### src/rtl/palette_banked.sv
// Double-buffered colour palette: the front bank feeds pixels while software fills the back bank.
// A requested bank exchange is held off until the next frame boundary so a frame never mixes palettes.
//
// state   | meaning
// IDLE    | no exchange requested, swap_pending=0
// PENDING | exchange requested, waiting for frame_start, swap_pending=1
module palette_banked #(
   parameter int INDEX_W = 4,
   parameter int CHAN_W  = 4
) (
   input  logic                  Clk,
   input  logic                  Reset,
   input  logic                  wr_en,
   input  logic [INDEX_W-1:0]    wr_index,
   input  logic [3*CHAN_W-1:0]   wr_color,
   input  logic                  swap_req,
   input  logic                  frame_start,
   input  logic [INDEX_W-1:0]    rd_index,
   input  logic                  blank,
   output logic [CHAN_W-1:0]     red,
   output logic [CHAN_W-1:0]     green,
   output logic [CHAN_W-1:0]     blue,
   output logic                  swap_pending,
   output logic                  active_bank
);

   localparam int ENTRIES = 1 << INDEX_W;
   localparam int ENTRY_W = 3 * CHAN_W;

   typedef enum logic {IDLE = 1'b0, PENDING = 1'b1} state_t;

   state_t               state;
   logic [ENTRY_W-1:0]   mem [2][ENTRIES];
   logic                 back_bank;

   assign back_bank    = ~active_bank;
   assign swap_pending = (state == PENDING);

   // Reads and writes both use the pre-edge active_bank, so a write in the swap
   // cycle still lands in the bank that becomes the front.
   always_ff @(posedge Clk or posedge Reset) begin
      if (Reset) begin
         for (int b = 0; b < 2; b++)
            for (int i = 0; i < ENTRIES; i++)
               mem[b][i] <= '0;
         state       <= IDLE;
         active_bank <= 1'b0;
         red         <= '0;
         green       <= '0;
         blue        <= '0;
      end else begin
         if (wr_en)
            mem[back_bank][wr_index] <= wr_color;

         if (blank)
            {red, green, blue} <= '0;
         else
            {red, green, blue} <= mem[active_bank][rd_index];

         case (state)
            IDLE: begin
               if (swap_req)
                  state <= PENDING;
            end
            PENDING: begin
               if (frame_start) begin
                  state       <= IDLE;
                  active_bank <= ~active_bank;
               end
            end
            default: state <= IDLE;
         endcase
      end
   end

endmodule

### config.mk
export PLATFORM = sky130hd
export DESIGN_NAME = palette_banked
export DESIGN_NICKNAME = d
export VERILOG_FILES = /design/src/rtl/palette_banked.sv
export SDC_FILE = /design/constraint.sdc
export NUM_CORES = 1
export LEC_CHECK = 0
export BUFFER_PORTS_ARGS = -buffer_cell sky130_fd_sc_hd__buf_2
export CAP_MARGIN = 20
export CORE_AREA = 2 2 202 165
export DETAILED_ROUTE_END_ITERATION = 10
export DIE_AREA = 0 0 204 167
export GPL_ROUTABILITY_DRIVEN = 0
export PLACE_DENSITY = 0.86
export SYNTH_ARGS = -nofsm -noshare
export SYNTH_HDL_FRONTEND = slang
export SYNTH_SLANG_ARGS = --single-unit
### constraint.sdc
create_clock -name Clk -period 14.1 [get_ports Clk]
set_clock_uncertainty 0.2 [all_clocks]
set_input_delay 2.82 -clock Clk [delete_from_list [all_inputs] [get_ports Clk]]
set_output_delay 2.82 -clock Clk [all_outputs]
set_load 0.02 [all_outputs]
* Word-level counts from Yosys, hierarchy flattened
Cells that the tools add are included.
** Word-level totals
- Bits in latches :: 0
- Bits of input ports :: 26
- RAM bits :: 0
- Logic and storage cells :: 69
- Output and inout port bits :: 14
- Memories :: 0
- Register bits after elaboration :: 398
- Bits in read-only memories :: 0
** Operators by class
- Add/sub/neg operators :: 0
- Shift operators :: 0
- Reduce and logical (&&, ||, !) cells :: 3
- Magnitude comparators :: 6
- Multiply operators :: 0
- Divide/modulo/power cells :: 0
- Equality and inequality tests :: 0
- Bitwise operators :: 6
- Mux-type cells :: 17
** Operators with widths (count)
- 2-to-1 mux 192 bit :: 4
- bitwise mux 384 bit :: 1
- demux 192 bit (select 1 bit) :: 1
- binary-select mux 12 bit (select 4 bit) :: 1
- demux 12 bit (select 4 bit) :: 1
- 2-to-1 mux 12 bit :: 3
- 2-to-1 mux 4 bit :: 3
- greater-or-equal comparator 5 bit, second input constant :: 2
- inverter 4 -> 5 bit :: 2
- less-than comparator 5 x 1 -> 1 bit, second input constant :: 1
- greater-or-equal comparator 2 bit, second input constant :: 2
- inverter 1 -> 2 bit :: 2
- logical AND 1 bit :: 2
- less-than comparator 2 x 1 -> 1 bit, second input constant :: 1
- 2-to-1 mux 1 bit :: 2
- inverter 1 bit :: 2
- one-hot mux 1 bit (2 select lines) :: 1
- AND reduction 2 bit :: 1

* Depth between registers and ports, before layout
- Word-level depth :: 8
- Mapped depth :: 8
- Gate-level depth less buffers :: 4

* Least setup slack after synthesis
No wires, ideal clock.
- Path type :: input -> register
- Start :: in rd_index[0]
- End :: reg blue[3]
- Path slack :: 9.599 ns
- Required time :: 13.759 ns
- Buffers on the path :: 3
- Data arrival time :: 4.160 ns
- Library setup time :: 0.141 ns
- Cell stages on the path :: 6
- Path through :: buf_2 buf_6 buf_2 mux4_2 a22oi_1 a31oi_1
** Between the ends
- Cells in the longest elaborated chain, start to end :: 5
** Ends and longest elaborated chain
- from (decl) :: RTL line 18 : input logic [INDEX_W-1:0] rd_index,
- inverter 4 -> 5 bit (implied by the code) :: RTL line 58 : {red, green, blue} <= mem[active_bank][rd_index];
- binary-select mux 12 bit (select 4 bit) :: RTL line 58
- 2-to-1 mux 12 bit (implied by the code) (2 in a row) :: RTL line 58
- 2-to-1 mux 4 bit :: RTL line 55 : if (blank)
- to (signal assigned) :: RTL line 58
- to (decl) :: RTL line 22 : output logic [CHAN_W-1:0] blue,
Every way passes these cells. The select of a mux whose other input is x is not followed.
A chain may end at the register's enable or synchronous reset.

* Final worst setup path
- Start :: in rd_index[1]
- End :: reg green[0]
** Between the ends
- Cells in the longest elaborated chain, start to end :: 5
** Ends and longest elaborated chain
- inverter 4 -> 5 bit (implied by the code) :: RTL line 58
- binary-select mux 12 bit (select 4 bit) :: RTL line 58
- 2-to-1 mux 12 bit (implied by the code) (2 in a row) :: RTL line 58
- 2-to-1 mux 4 bit :: RTL line 55
- to (signal assigned) :: RTL line 58
- to (decl) :: RTL line 21 : output logic [CHAN_W-1:0] green,
Every way passes these cells. The select of a mux whose other input is x is not followed.

==> metrics.yaml <==
outcome:
  outcome: "complete, no violations"
clock_network:
  hold_buffers: 0
  cts_buffer_depth: 3
  post-cts-setup-buffer-count: 0
  post_cts_resized: 0
  cts_root_buffer: "clkbuf_16"
  numCtsBuffers: 38
  cts_tree: "done"
  htreeDepth: 2
  clock_latency_ps: 530
  clk_pin_slew_ps: 60
  numClockSinks: 398
synthesis:
  yosysSeqAreaShare_pct: 55.3
  synth_cell_type_count: 32
  yosysTopAreaCell: "dfrtp_1"
  synth.cell_area_um2: 18000
  synth_cells: 1147
  syn_nets: 1173
  yosysTopAreaCellShare_pct: 55.3
  yosysWarnings: 0
  syn_area_per_cell_um2: 15.7
  synth.area.top_cells: "dfrtp_1 55%, mux2_2 23%, mux4_2 11%"
  ys_ff_latch: 398
routing:
  post_drt_wl_per_cell_um: 25.9
  remaining_drc_errors: 0
  routed_wl_um: 41600
  vias: 10200
  drt_iter0_drc: 1122
  ant_nets: 0
  dr.pass1.iters: 5
  viasPerCell: 6.35
critical_path:
  start_kind: "input port"
  critPathKind: "in2reg"
  crit_family: "buffers and inverters"
  critPathSlowestCell: "buf_4"
  cp_num_buf_inv: 2
  end_kind: "flip-flop"
  cp_cell_sequence: "buf_4, buf_4, mux4_2, mux2i_1, a221o_1, a31oi_1"
  cpPeakStageDelay_ps: 860
  worstPathMaxFanout: 55
  crit_path_frequent_cell: "buf_4"
  required_ps: 14300
  arrival_ps: 5530
worst_hold_path:
  hp-class: "reg2reg"
timing:
  min_period_ps: 5330
  setup_tns_ps: 0
  setup_violations: 0
  report.final.slew_viol_count: 0
  fmaxAchievable_mhz: 188
  rsz0062_at_grt: "no"
  relSlewSlack_pct: 21.2
  period_share_pct: 37.8
  fin_ws_ps: 8770
  worst-slew-pin-transition_ps: 1180
  hold_viol: 0
floorplanning:
  start_util_pct: 56.2
  rows: 59
  core_area_um2: 32000
  die-area_um2: 34100
  die_w_um: 204
  die-height_um: 167
  boundaryPins: 40
place:
  port_buffers: 39
  dp_slack_ps: 8290
  post_dp_cell_area_um2: 18500
  place_hpwl_um: 25100
final_layout:
  area_delta_synth_final_pct: 9.69
  final_cell_mix: "397 x dfrtp_1, 374 x mux2_2, 84 x mux4_2"
  postLayoutCoreUtil_pct: 61.7
  final_common_cell: "dfrtp_1"
  drive_above_1_share_pct: 51.1
  final_nets: 1172
  fin_area_um2: 19800
power:
  leakage_uw: 0.00891
  irDropWorstVdd_mv: 0.143
  power_density_nw_per_um2: 198
global_route:
  grt.overflow.total: 0
  grt_start_max_net_pins: 121
  grt_pass1_wl_um: 65000
  grt_pass1_vias: 10700
  grt_antenna_before_repair: 5
  grt_usage_pct: 25.3
flow_run:
  drv_cap: 0
-- sequential cells by signal (all words and copies together), names as in the netlist --
register / count
green: 4
blue: 4
swap_pending: 1
mem: 384
red: 4
active_bank: 1
-- worst reg2reg max path, cell delays in order (launching register included) --
cell,delay (ps)
dfrtp_2,390
buf_4,320
nand2b_1,470
nor3_1,460
nand2_1,560
mux2_2,470
-- synth_stat cells (all sizes together) --
cell     number
dfrtp       398
nor2b         3
or3           1
and2b         2
inv           3
buf          61
a22oi        12
mux4         84
a31oi        12
and2          1
nand2b        5
clkbuf       45
or2           1
nand4         3
a221o        12
xnor2         1
nor4          2
a221oi        9
nand2        20
nor3          5
nor3b         2
o21ai         9
mux2        384
o2111ai       3
nand3         2
mux2i        49
nor2         18
-- routing by layer --
layer | GRT usage, % | up-vias | share of wire, %
met3 | 7.59 | 73 | 9.9
met1 | 36.8 | 5489 | 43
met5 | 0 | - | 0.082
met4 | 6.08 | 6 | 1.7
met2 | 37.8 | 358 | 46
li1 | - | 4272 | -
-- power breakdown --
group,switching (uW),internal [uW]
Sequential,246,1620
Clock,429,607
Combinational,409,612
-- cells by family after synthesis --
group                     Yosys count  share of synthesized area (%)
buffers and inverters             109                           3.08
AOI/OAI and AO/OA                  57                           2.42
xor gates and xnor gates            1                         0.0486
and+or+nand+nor                    65                           1.74
DFF                               398                           55.3
muxes                             517                           37.4
-- area by class of cell --
class	instances	area [um^2]
inverters	3	18.8
clock buffers	61	1170
diodes	5	12.5
fillers	2301	12300
flip-flops and latches	398	9960
repair buffers	65	430
multi-input cells	640	7540
well taps	427	534
clock inverters	8	95.1
-- final timing paths --
| path | startpoint | to | slack, ps | cells after the start |
|---|---|---|---|---|
| setup reg to reg | active_bank | mem[135] | 11130 | 5 |
| min in group asynchronous | Reset | mem[358] | 2250 | 2 |
| setup / recovery | rd_index[1] | green[0] | 8770 | 6 |
| hold reg to reg | mem[190] | mem[190] | 300 | 1 |
| max in group asynchronous | Reset | mem[61] | 9570 | 5 |
| hold / removal | mem[190] | mem[190] | 300 | 1 |
-- per-stage QoR --
step | power (uW) | hold slack (ps) | std cells
after CTS | 3930 | 301 | 1601
after floorplan | 2610 | 274 | 1147
final | 3920 | 299 | 1607
after global routing | 4110 | 313 | 1602
after detailed placement | 2890 | 287 | 1532
after global placement | 2810 | 280 | 1529
Note: power is estimated with default switching activity, not from simulation.
